<file path="config.mk">
export PLATFORM = sky130hd
export DESIGN_NAME = tqvp_cattuto_vga_monitor
export DESIGN_NICKNAME = d
export VERILOG_FILES = /design/src/rtl/tqvp_cattuto_vga_monitor.sv
export SDC_FILE = /design/constraint.sdc
export NUM_CORES = 1
export LEC_CHECK = 0
export CAP_MARGIN = 20
export CELL_PAD_IN_SITES_DETAIL_PLACEMENT = 0
export CELL_PAD_IN_SITES_GLOBAL_PLACEMENT = 2
export CORE_UTILIZATION = 37
export CTS_BUF_LIST = sky130_fd_sc_hd__clkbuf_4 sky130_fd_sc_hd__clkbuf_8
export CTS_CLUSTER_DIAMETER = 40
export CTS_CLUSTER_SIZE = 28
export DETAILED_ROUTE_END_ITERATION = 6
export PLACE_DENSITY_LB_ADDON = 0.1
export SLEW_MARGIN = 25
export SYNTH_ARGS = -nofsm -noshare
export SYNTH_HDL_FRONTEND = slang
export SYNTH_SLANG_ARGS = --single-unit
</file>
<file path="constraint.sdc">
create_clock -name clk -period 3.85 [get_ports clk]
set_input_delay 0.77 -clock clk [delete_from_list [all_inputs] [get_ports clk]]
set_output_delay 0.77 -clock clk [all_outputs]
set_load 0.02 [all_outputs]
</file>
<file path="src/rtl/tqvp_cattuto_vga_monitor.sv">
// ---------------------------------------------------------------------------
// tqvp_cattuto_vga_monitor
//
// This block is a TinyQV peripheral that measures an incoming VGA hsync/vsync
// pair. It reports the line period and hsync pulse width in clocks. It also
// reports the lines per frame and the vsync pulse width in lines. It locks
// when two consecutive frames report the same geometry.
//
// The working counters run all the time. Their values are copied to shadow
// registers on each vsync leading edge, so a CPU read always returns a
// coherent set of values from a single frame.
//
// Optional feature: define TQVP_VGAMON_FRAMECNT_EN to build the 16-bit
// published-frame counter at word 0x03. Without it, word 0x03 reads 0.
//
// Ports
//   clk, rst_n       clock, asynchronous active-low reset
//   ui_in[1]/[2]     hsync / vsync (already synchronised)
//   uo_out           {locked, valid, 6'b0}
//   address ..       TinyQV peripheral bus; data_ready is always 1 and
//   user_interrupt   data_out is decoded combinationally from address
// ---------------------------------------------------------------------------
module tqvp_cattuto_vga_monitor #(
  parameter int CLOCK_MHZ = 64
) (
  input  logic        clk,
  input  logic        rst_n,
  input  logic [7:0]  ui_in,
  output logic [7:0]  uo_out,
  input  logic [5:0]  address,
  input  logic [31:0] data_in,
  input  logic [1:0]  data_write_n,
  input  logic [1:0]  data_read_n,
  output logic [31:0] data_out,
  output logic        data_ready,
  output logic        user_interrupt
);

  typedef enum logic [1:0] {IDLE = 2'd0, SEEK = 2'd1, MEASURE = 2'd2, LOCKED = 2'd3} state_t;

  state_t      state_reg, state_next;
  logic [3:0]  ctrl_reg;
  logic        hs_prev_reg, vs_prev_reg;
  logic [15:0] hcnt_reg, pcnt_reg, hper_w_reg, hpul_w_reg;
  logic        pulse_run_reg;
  logic [11:0] lcnt_reg, vcnt_reg;
  logic [15:0] hper_s_reg, hpul_s_reg;
  logic [11:0] lines_s_reg, vpul_s_reg;
  logic        valid_reg, irq_reg;
  logic [15:0] framecnt_val;

  // The CLOCK_MHZ parameter and the unused input bits are deliberately ignored.
  logic unused_ok;
  assign unused_ok = &{1'b0, ui_in[7:3], ui_in[0], data_in[31:4], (CLOCK_MHZ != 0)};

  logic wr_en, rd_status;
  assign wr_en     = (data_write_n != 2'b11);
  assign rd_status = (data_read_n != 2'b11) && (address == 6'h3F);

  // XNOR with the polarity bit maps the raw level onto "active".
  logic hs_act, vs_act, hs_edge, vs_edge;
  assign hs_act  = ui_in[1] ~^ ctrl_reg[1];
  assign vs_act  = ui_in[2] ~^ ctrl_reg[2];
  assign hs_edge = hs_act & ~(hs_prev_reg ~^ ctrl_reg[1]);
  assign vs_edge = vs_act & ~(vs_prev_reg ~^ ctrl_reg[2]);

  logic        measuring, timeout, publish, pulse_end, match;
  logic [15:0] hper_new, hper_pub, hpul_pub;
  logic [11:0] lines_pub;

  assign measuring = (state_reg == MEASURE) || (state_reg == LOCKED);
  // hcnt saturates at 0xFFFF. Using >= keeps the timeout active even if
  // the counter was already saturated when measurement started.
  assign timeout   = ctrl_reg[0] && measuring && !hs_edge && (hcnt_reg >= 16'hFFFE);
  assign publish   = ctrl_reg[0] && measuring && vs_edge && !timeout;
  assign pulse_end = pulse_run_reg && !hs_act;
  assign hper_new  = (hcnt_reg == 16'hFFFF) ? 16'hFFFF : hcnt_reg + 16'd1;

  // Include any line or pulse that ends in the publish cycle. This way the
  // hsync edge is counted before the frame is closed.
  assign hper_pub  = hs_edge ? hper_new : hper_w_reg;
  assign hpul_pub  = pulse_end ? pcnt_reg : hpul_w_reg;
  assign lines_pub = (hs_edge && lcnt_reg != 12'hFFF) ? lcnt_reg + 12'd1 : lcnt_reg;
  assign match     = (hper_pub == hper_s_reg) && (lines_pub == lines_s_reg);

  always_comb begin
    state_next = state_reg;
    case (state_reg)
      IDLE:    state_next = SEEK;
      SEEK:    if (vs_edge) state_next = MEASURE;
      MEASURE: if (timeout) state_next = SEEK;
               else if (publish && match) state_next = LOCKED;
      LOCKED:  if (timeout) state_next = SEEK;
               else if (publish && !match) state_next = MEASURE;
      default: state_next = IDLE;
    endcase
    if (!ctrl_reg[0]) state_next = IDLE;
  end

  always_ff @(posedge clk or negedge rst_n) begin
    if (!rst_n) begin
      state_reg     <= IDLE;
      ctrl_reg      <= 4'h0;
      hs_prev_reg   <= 1'b0;
      vs_prev_reg   <= 1'b0;
      hcnt_reg      <= 16'h0;
      pcnt_reg      <= 16'h0;
      hper_w_reg    <= 16'h0;
      hpul_w_reg    <= 16'h0;
      pulse_run_reg <= 1'b0;
      lcnt_reg      <= 12'h0;
      vcnt_reg      <= 12'h0;
      hper_s_reg    <= 16'h0;
      hpul_s_reg    <= 16'h0;
      lines_s_reg   <= 12'h0;
      vpul_s_reg    <= 12'h0;
      valid_reg     <= 1'b0;
      irq_reg       <= 1'b0;
    end else begin
      state_reg   <= state_next;
      hs_prev_reg <= ui_in[1];
      vs_prev_reg <= ui_in[2];
      if (wr_en && address == 6'h00) ctrl_reg <= data_in[3:0];

      if (publish) begin
        hper_s_reg  <= hper_pub;
        hpul_s_reg  <= hpul_pub;
        lines_s_reg <= lines_pub;
        vpul_s_reg  <= vcnt_reg;
      end

      // A new publish takes priority over a clear from a STATUS read.
      if (publish && ctrl_reg[3]) irq_reg <= 1'b1;
      else if (rd_status)         irq_reg <= 1'b0;

      if (!ctrl_reg[0]) begin
        hcnt_reg      <= 16'h0;
        pcnt_reg      <= 16'h0;
        hper_w_reg    <= 16'h0;
        hpul_w_reg    <= 16'h0;
        pulse_run_reg <= 1'b0;
        lcnt_reg      <= 12'h0;
        vcnt_reg      <= 12'h0;
        valid_reg     <= 1'b0;
      end else begin
        if (hs_edge) begin
          hcnt_reg   <= 16'h0;
          hper_w_reg <= hper_new;
        end else if (hcnt_reg != 16'hFFFF) begin
          hcnt_reg <= hcnt_reg + 16'd1;
        end

        if (hs_edge) begin
          pcnt_reg      <= 16'd1;
          pulse_run_reg <= 1'b1;
        end else if (pulse_end) begin
          hpul_w_reg    <= pcnt_reg;
          pulse_run_reg <= 1'b0;
        end else if (pulse_run_reg && pcnt_reg != 16'hFFFF) begin
          pcnt_reg <= pcnt_reg + 16'd1;
        end

        // On a vsync edge, a coincident hsync edge closes the old frame's
        // line count. It also opens the new vsync pulse.
        if (vs_edge) begin
          lcnt_reg <= 12'h0;
          vcnt_reg <= hs_edge ? 12'd1 : 12'd0;
        end else begin
          lcnt_reg <= lines_pub;
          if (vs_act && hs_edge && vcnt_reg != 12'hFFF) vcnt_reg <= vcnt_reg + 12'd1;
        end

        if (timeout)      valid_reg <= 1'b0;
        else if (publish) valid_reg <= 1'b1;
      end
    end
  end

`ifdef TQVP_VGAMON_FRAMECNT_EN
  logic [15:0] framecnt_reg;
  always_ff @(posedge clk or negedge rst_n) begin
    if (!rst_n)       framecnt_reg <= 16'h0;
    else if (publish) framecnt_reg <= framecnt_reg + 16'd1;
  end
  assign framecnt_val = framecnt_reg;
`else
  assign framecnt_val = 16'h0;
`endif

  logic locked;
  assign locked         = (state_reg == LOCKED);
  assign uo_out         = {locked, valid_reg, 6'b0};
  assign user_interrupt = irq_reg;
  assign data_ready     = 1'b1;

  always_comb begin
    data_out = 32'h0;
    case (address)
      6'h00:   data_out = {28'h0, ctrl_reg};
      6'h01:   data_out = {hpul_s_reg, hper_s_reg};
      6'h02:   data_out = {4'h0, vpul_s_reg, 4'h0, lines_s_reg};
      6'h03:   data_out = {16'h0, framecnt_val};
      6'h3F:   data_out = {25'h0, 1'b0, state_reg, 1'b0, irq_reg, locked, valid_reg};
      default: data_out = 32'h0;
    endcase
  end

endmodule

</file>
**Word level (Yosys, flattened, before mapping)**

Cells that the tools add are included.
W data, S select, Z words.

- Flip-flop bits (word level): 155

- $add $sub $neg: 4
- $lt $le $gt $ge: 1
- Equality and inequality tests: 25
- Mux-type cells: 36
- Bitwise operators: 8
- Reductions and logical operators: 26

Operator list:

| operator | count |
|---|---|
| $mux W16 | 13 |
| $pmux W32 S4 | 1 |
| $mux W12 | 6 |
| $add A16 B1 Y16 const B | 2 |
| $ne A16 B16 Y1 const B | 2 |
| $add A12 B1 Y12 const B | 2 |
| $ne A12 B12 Y1 const B | 2 |
| $eq A16 B16 Y1 | 1 |
| $eq A16 B16 Y1 const B | 1 |
| $ge A16 B16 Y1 const B | 1 |
| $logic_and A1 B1 Y1 | 16 |
| $ne A3 B1 Y1 const B | 5 |
| $eq A12 B12 Y1 | 1 |
| $mux W2 | 6 |
| $mux W1 | 9 |
| $ne A4 B3 Y1 const B | 2 |
| $pmux W2 S4 | 1 |
| $eq A6 B1 Y1 const B | 1 |
| $eq A6 B2 Y1 const B | 1 |
| $eq A6 B6 Y1 const B | 1 |
| $logic_not A6 Y1 | 1 |
| $ne A2 B2 Y1 const B | 3 |
| $ne A3 B3 Y1 const B | 2 |
| $eq A2 B2 Y1 const B | 2 |
| 10 further kinds | 18 |

**Logic depth before layout (Yosys ltp)**

Gate-level depths: netlist (run 1).

- Word-level depth: 13
- Depth in mapped cells: 11
- Depth with buffers taken out: 10

**Worst setup path after synthesis (run 1)**

Ideal clock, no wire load.

- Path kind: input -> output
- Start point: input address[5]
- End point: output data_out[4]
- Arrival time: 2.353 ns
- Data required time: 3.080 ns
- Setup slack: 0.727 ns
- Cell stages on the path: 5
- Path buffers: 1
- Cell sequence: or4_1 -> nor3b_1 -> clkbuf_1 -> a222oi_1 -> inv_1

- Word-level cells in the longest chain between the ends: 2
- Elaborated cells on any way between the ends: 5
- Classes of those cells: 3 x eq/ne; 1 x mux; 1 x reduce/logical

RTL lines:

| item | RTL line | source |
|---|---|---|
| start: declaration | 30 | `input logic [5:0] address,` |
| $eq A6 B6 Y1, or another cell as far along | 198 | `case (address)` |
| $pmux W32 S4 * | 198 |  |
| end: declaration | 34 | `output logic [31:0] data_out,` |

Every way passes the cells marked *; elsewhere a longest branch is shown, timed or not.

**Worst setup path in the final report (run 1)**

- Start point: input address[5]
- End point: output data_out[15]

The elaborated chain is that of the path after synthesis.

==> results.cfg, run 1 <==
[grt]
grt_pass1_wl_mm = 34.3
grt_usage = 0.204
grt_max_degree = 82
antenna_found_initial = 0
grt_pass1_vias = 6254
globalRouteOverflowTotal = 0

[synth]
ys_seq_area_frac = 0.492
synth_cell_types = 77
async_flop_share = 1.00
ys_ff_latch = 155
yosysWarnings = 0
synth_top_area_share = 0.492
syn_avg_cell_area_um2 = 9.60
synth_area_leaders = dfrtp_1 49%, nand2_1 6.8%, nor2_1 4.2%, xor2_1 3.9%, xnor2_1 3.2%
yosysTopAreaCell = dfrtp_1
synthCells = 821
netlist_area_um2 = 7880
synthFlopType = dfrtp_1
synth_edf_count = 0

[clock_network]
postCtsSetupBuffers = 0
clkLatencyLatePin_ns = 0.46
cts_tree = done
cts_hold_buf = 0
cts_root_buf = clkbuf_8
clk_pin_slew_ns = 0.10
numCtsBuffers = 17
cts_sinks = 155
htreeDepth = 4
clockBufferDepth = 2

[sta]
setup_ws_ns = 0.111
period_needed_ns = 3.74
fin_skew_ns = 0.0143
rsz0062_at_grt = false
finalCritPeriodShare = 0.971
worst_pin_slew_ns = 0.821
setup_viol = 0
maxSlewViolCount = 0
hold_viol_final = 0
hold_ws_ns = 0.330
fmax_mhz = 267
max_slew_margin = 0.447

[floorplan]
dieArea_um2 = 21900
fp.coreArea_um2 = 21000
initial_core_util = 0.376
io_pins = 94
die_y_um = 148
rows = 53
chipWidth_um = 148

[power_and_ir_drop]
netSwitchingFraction = 0.350
p_comb_frac = 0.211
p_sw_mw = 1.47
seq_power_share = 0.486
p_clk_frac = 0.303
leakagePower_nw = 4.22
p_int_mw = 2.73
p_per_area_nw_per_um2 = 453
ir_drop_v = 0.000208

[layout]
layout_common_cells = 155 x dfrtp_1, 143 x nand2_1, 89 x nor2_1
fin_nets = 947
antenna_cells = 0
layout_commonest_cell = dfrtp_1
fillers = 2079
drive_gt1_frac = 0.109
area_growth_pct = 17.8

[critical_path]
slowest_stage = clkdlybuf4s50_1
crit_path_max_incr_delay_ns = 0.61
worstPathRequired_ns = 3.08
crit_fanout = 31
critPathBufInv = 3
cpMostUsedCell = clkdlybuf4s50_1
crit_chain = clkdlybuf4s50_1, or4_4, nor3_4, buf_12, and2_1, clkdlybuf4s50_1
endpoint_kind = output port
arrival_ns = 2.97
critPathKind = in2out
cp-start-kind = primary input
path_delay_family = buffers and inverters

[route]
ant_nets = 0
totalWireLength_mm = 21.1
firstDrtPassIters = 5
wl_per_cell_um = 17.9
drt-initial-drc-count = 338
vias_per_cell = 5.25
drc = 0
dr_total_vias = 6186

[outcome]
status = finished clean

[placed_design]
dp_hpwl_mm = 14.9
gp_congestion = 0.807
io_buffers = 52
dp_slack_ns = -0.0723

[hold_path]
hold_path_class = in2async

[run]
drv_cap = 0
==> through the flow <==
stage | util | area (um^2) | cells | setup TNS, ns | power [mW]
6_report | 0.443 | 9280 | 1178 | 0 | 4.21
5_1_grt | 0.443 | 9280 | 1178 | 0 | 4.44
4_1_cts | 0.442 | 9270 | 1178 | 0 | 4.26
3_5_place_dp | 0.424 | 8890 | 1146 | -0.600 | 2.97
3_3_place_gp | 0.424 | 8890 | 1146 | -0.236 | 2.96
2_1_floorplan | - | 7900 | 826 | 0 | 2.61
==> cell families after synthesis <==
group / after synthesis / share of synthesized area
AOI/OAI and AO/OA: 148 / 0.131
DFF: 155 / 0.492
muxes: 28 / 0.0364
and+or+nand+nor: 358 / 0.219
adders and majority gates: 5 / 0.00794
xor gates and xnor gates: 66 / 0.0770
buffers and inverters: 59 / 0.0356
other: 2 / 0.000953
==> power by group through the flow <==
stage | Combinational [mW] | Clock [mW] | Sequential, mW
floorplan | 0.626 | 0 | 1.98
global placement | 0.887 | 0 | 2.07
detailed placement | 0.896 | 0 | 2.08
CTS | 0.897 | 1.32 | 2.05
global route | 0.989 | 1.38 | 2.07
finish | 0.888 | 1.27 | 2.04
==> path summary, 6_finish.rpt <==
| check | slack [ns] | cells after the start | end | startpoint |
|---|---|---|---|---|
| max | 0.11 | 6 | data_out[15] | address[5] |
| min | 0.33 | 1 | hcnt_reg[7] | rst_n |
| max reg2reg | 0.69 | 9 | state_reg[0] | hcnt_reg[4] |
| min reg2reg | 0.48 | 2 | hpul_s_reg[12] | hpul_s_reg[12] |
| max in group asynchronous | 2.62 | 2 | hper_w_reg[13] | rst_n |
| min in group clk | 0.48 | 2 | hpul_s_reg[12] | hpul_s_reg[12] |
==> worst reg2reg max path, stage by stage (launching register included) <==
cell,delay [ns]
dfrtp_1,0.45
nand4_1,0.33
or4_1,0.75
a41oi_1,0.40
xnor2_1,0.18
nand3_2,0.08
nor4_2,0.40
nand4_1,0.16
a22oi_1,0.21
o21a_1,0.14
==> cells in the mapped netlist, types with 4 or more instances <==
master      n
inv_1      11
a222oi_1    5
nand3_1    15
dfrtp_1   155
xnor2_1    29
a31oi_1     6
ha_1        5
a22o_1     19
nand2_1   143
nand2b_1    4
nor3_1     16
mux2_2      5
a41oi_1     4
and2_1     22
mux2i_1    23
xor2_1     35
a21oi_1    24
nor2b_1     4
o21ai_0    50
nor4_1      7
or3_1       8
or4_1       5
nand4_1    18
buf_4       9
nor2_1     89
clkbuf_1   27
buf_2       7
==> routing by layer <==
layer,up-vias,share of wire,GRT usage
met5,-,0,0
met4,0,0.012,0.0485
met3,17,0.036,0.0438
met2,83,0.50,0.351
met1,3094,0.45,0.262
li1,2992,-,-
==> repair_timing <==
action | in CTS | in global routing
pin swaps | 0 | 0
gates resized for setup | 23 | 2
endpoints found under the setup margin | 23 | 8
==> layout make-up <==
cell class	count	area, um^2	share of cell area
multi-input cells	612	3760	0.405
repair buffers	92	843	0.0909
well taps	275	344	0.0371
flip-flops and latches	155	3880	0.418
inverters	12	45.0	0.00485
clock inverters	15	176	0.0190
clock buffers	17	234	0.0252
No activity file was read; power rests on OpenSTA's default activity.
==> run 2: changes to the inputs <==
CTS_CLUSTER_DIAMETER = not set   (was 40)
clock period = 4 ns   (was 3.85 ns; I/O delays follow)
==> run 2 against run 1 <==
Compared with the run above:
- global-route usage up 0.22 points
- non-clock buffer count down 9
- sequential power down 4%
- critical path type unchanged
- largest power group unchanged
- highest routed layer unchanged
==> results.cfg, run 2 (same netlist as run 1, synthesis figures left out) <==
[hold_path]
hold_path_class = in2async

[critical_path]
slowest_stage = clkdlybuf4s50_1
cpMostUsedCell = clkdlybuf4s50_1
worstPathRequired_ns = 3.20
endpoint_kind = output port
path_delay_family = buffers and inverters
critPathKind = in2out
crit_path_max_incr_delay_ns = 0.63
crit_chain = clkdlybuf4s50_1, or4_4, nor3b_4, buf_12, a222oi_1, inv_1, clkdlybuf4s50_1
crit_fanout = 23
arrival_ns = 3.10
critPathBufInv = 4
cp-start-kind = primary input

[route]
vias_per_cell = 5.32
wl_per_cell_um = 18.1
drc = 0
totalWireLength_mm = 21.1
dr_total_vias = 6215
firstDrtPassIters = 4
ant_nets = 0
drt-initial-drc-count = 376

[placed_design]
placed_cell_area_um2 = 8820
io_buffers = 52
gp_congestion = 0.824
dp_slack_ns = 0.00939
dp_hpwl_mm = 14.6

[power_and_ir_drop]
ir_drop_v = 0.000199
leakagePower_nw = 4.10
p_per_area_nw_per_um2 = 444

[sta]
hold_viol_final = 0
setup_ws_ns = 0.103
fin_skew_ns = 0.0132
maxSlewViolCount = 0
period_needed_ns = 3.90
finalSetupTns_ns = 0
max_slew_margin = 0.448
finalCritPeriodShare = 0.974
worst_pin_slew_ns = 0.819
fmax_mhz = 257
setup_viol = 0
hold_ws_ns = 0.365

[grt]
antenna_found_initial = 0
grt_pass1_wl_mm = 34.5
grt_max_degree = 79
grt_usage = 0.206
globalRouteOverflowTotal = 0
grt_pass1_vias = 6379

[floorplan]
fp.coreArea_um2 = 21000
dieArea_um2 = 21900
initial_core_util = 0.376
chipWidth_um = 148
die_y_um = 148
rows = 53
io_pins = 94

[layout]
stdcell_area_um2 = 9270
layout_commonest_cell = dfrtp_1
final_util = 0.442
area_growth_pct = 17.6
antenna_cells = 0
fin_nets = 938
layout_common_cells = 155 x dfrtp_1, 143 x nand2_1, 89 x nor2_1
drive_gt1_frac = 0.0996

[clock_network]
htreeDepth = 4
clkLatencyLatePin_ns = 0.46
ctsResizeCount = 1
clockBufferDepth = 2
cts_sinks = 155
clk_pin_slew_ns = 0.09
cts_tree = done
numCtsBuffers = 17
cts_root_buf = clkbuf_8
cts_hold_buf = 0
postCtsSetupBuffers = 0

[run]
drv_cap = 0

[outcome]
status = finished clean
-- run 2: worst reg2reg max path: cells and delay by family, from the launching register on --
family	cells	cell delay (ns)
simple gates	5	1.37
xor+xnor	1	0.17
compound gates	3	0.80
buf+inv	1	0.19
fa+ha+maj	1	0.27
flops	1	0.45
-- run 2: area by class of cell --
type	count	area, um^2
inverters	12	45.0
clock inverters	14	185
repair buffers	83	806
clock buffers	18	248
flip-flops and latches	155	3880
fillers	2106	11700
multi-input cells	612	3760
well taps	275	344
-- run 2: per-stage QoR --
stage               total power, mW  std cells
global placement               2.83       1137
detailed placement             2.85       1137
CTS                            4.17       1169
global route                   4.35       1169
floorplan                      2.51        826
finish                         4.11       1169
-- run 2: per-layer routing --
| metal | part of all wire | vias up | wire, um | global-route usage |
|---|---|---|---|---|
| li1 | - | 2967 | - | - |
| met1 | 0.46 | 3112 | 9630 | 0.263 |
| met2 | 0.48 | 105 | 10200 | 0.346 |
| met3 | 0.033 | 31 | 701 | 0.0370 |
| met4 | 0.030 | 0 | 634 | 0.0856 |
| met5 | 0 | - | 0 | 0 |
-- run 2: final timing paths --
path / from / endpoint / slack, ns / cells after the start
min reg2reg: hpul_s_reg[13] / hpul_s_reg[13] / 0.48 / 2
min in group clk: hpul_s_reg[13] / hpul_s_reg[13] / 0.48 / 2
min: rst_n / hper_w_reg[7] / 0.36 / 1
max reg2reg: hcnt_reg[1] / state_reg[0] / 0.70 / 11
max: address[5] / data_out[4] / 0.10 / 7
max in group asynchronous: rst_n / vpul_s_reg[1] / 2.71 / 2
-- run 2: where the power goes --
part	internal [mW]	switching, mW	total, mW
Clock	0.651	0.650	1.30
Sequential	1.75	0.217	1.96
Combinational	0.350	0.498	0.848
Total	2.75	1.36	4.11
==> run 3: changes to the inputs <==
CORE_UTILIZATION = 25   (was 37)
clock period = 4.3 ns   (was 4 ns; I/O delays follow)
==> run 3 against run 2 <==
Compared with the run above:
- the run now ends with DRC left
- cell area increased by 0.76%
- clock power decreased by 15%
- hold slack improved by 0.056 ns
- register-to-register slack improved by 0.13 ns
- largest power group unchanged
- highest routed layer unchanged
==> results.cfg, run 3 (same netlist as run 1, synthesis figures left out) <==
[power_and_ir_drop]
netSwitchingFraction = 0.360
p_per_area_nw_per_um2 = 401
p_int_mw = 2.39
p_comb_frac = 0.217
seq_power_share = 0.487
p_total_mw = 3.74
p_sw_mw = 1.35
ir_drop_v = 0.000191
p_clk_frac = 0.296
leakagePower_nw = 4.04

[sta]
setup_ws_ns = 0.157
fmax_mhz = 241
setup_viol = 0
finalSetupTns_ns = 0
max_slew_margin = 0.476
hold_viol_final = 0
maxSlewViolCount = 0
rsz0062_at_grt = false
finalCritPeriodShare = 0.963
worst_pin_slew_ns = 0.778
period_needed_ns = 4.14
fin_skew_ns = 0.0341

[route]
wl_per_cell_um = 18.2
dr_total_vias = 6186
drt-initial-drc-count = 444
drc = 8
firstDrtPassIters = 6
ant_nets = 0
totalWireLength_mm = 23.4
vias_per_cell = 4.81

[grt]
grt_max_degree = 87
globalRouteOverflowTotal = 0
grt_pass1_wl_mm = 37.5
grt_pass1_vias = 6439
antenna_found_initial = 0
grt_usage = 0.151

[placed_design]
dp_slack_ns = 0.192
gp_congestion = 0.784
io_buffers = 52
dpl.cell_count = 1255
dp_hpwl_mm = 16.4

[critical_path]
crit_start = address[5]
crit_fanout = 23
critPathBufInv = 3
cpMostUsedCell = clkdlybuf4s50_1
worstPathRequired_ns = 3.44
critPathKind = in2out
path_delay_family = buffers and inverters
cp-start-kind = primary input
reg2reg_from = hcnt_reg[4]
arrival_ns = 3.28
slowest_stage = or4_1
crit_path_max_incr_delay_ns = 0.63
r2r_slack_ns = 0.83
crit_chain = clkdlybuf4s50_1, or4_1, nor3b_2, buf_12, a222oi_1, nand2_1, clkdlybuf4s50_1
endpoint_kind = output port

[clock_network]
clockBufferDepth = 2
clkLatencyLatePin_ns = 0.47
ctsResizeCount = 0
cts_sinks = 155
cts_hold_buf = 0
postCtsSetupBuffers = 0
cts_tree = done
clk_pin_slew_ns = 0.09
numCtsBuffers = 17
htreeDepth = 4
cts_root_buf = clkbuf_8

[floorplan]
die_y_um = 180
rows = 64
fp.coreArea_um2 = 30800
initial_core_util = 0.256
io_pins = 94
chipWidth_um = 180
dieArea_um2 = 32200

[layout]
antenna_cells = 0
fin_nets = 935
layout_common_cells = 155 x dfrtp_1, 143 x nand2_1, 89 x nor2_1
layout_commonest_cell = dfrtp_1
drive_gt1_frac = 0.0954
area_growth_pct = 18.5
instances_no_fill = 1287

[outcome]
failed_checks = DRC
status = finished with violations

[hold_path]
hold_path_class = in2async

[run]
drv_cap = 0
==> run 3: metrics by stage <==
step           utilization  hold WS (ns)  cell area, um^2
6_report             0.303         0.421             9340
4_1_cts              0.303         0.414             9340
3_3_place_gp         0.290         0.465             8950
5_1_grt              0.303         0.450             9340
2_1_floorplan            -         0.442             7900
3_5_place_dp         0.290         0.467             8950
==> run 3: power groups by stage <==
stage / clock network [mW] / logic (mW) / registers [mW]
detailed placement: 0 / 0.832 / 1.85
global route: 1.22 / 0.910 / 1.85
floorplan: 0 / 0.560 / 1.77
CTS: 1.17 / 0.836 / 1.82
finish: 1.11 / 0.813 / 1.82
global placement: 0 / 0.825 / 1.85
==> run 3: layout make-up <==
type / instances / area, um^2
clock buffers: 18 / 241
repair buffers: 80 / 782
flip-flops and latches: 155 / 3880
well taps: 396 / 495
inverters: 12 / 45.0
clock inverters: 14 / 144
fillers: 3188 / 21500
multi-input cells: 612 / 3750
==> run 3: per-layer routing <==
metal  share of wire  global-route usage
met3           0.038              0.0336
met5               0                   0
met2            0.47               0.248
met4           0.016              0.0445
met1            0.47               0.197
==> run 3: path summary, 6_finish.rpt <==
kind / to / depth (start not counted)
worst max-delay path: data_out[0] / 7
worst min-delay path: hcnt_reg[5] / 1
worst max register to register: state_reg[0] / 10
worst min register to register: hpul_s_reg[13] / 2
max in group asynchronous: vpul_s_reg[6] / 2
min in group clk: hpul_s_reg[13] / 2
==> run 3: worst reg2reg max path: stages (launching register included) <==
cell and delay [ns]:
dfrtp_1 0.45, nand4_1 0.37, buf_4 0.30, or4_4 0.62
or2_1 0.44, a31oi_4 0.28, xor2_1 0.11, nor4_2 0.34
nand4_1 0.15, a22oi_1 0.21, o21a_1 0.14
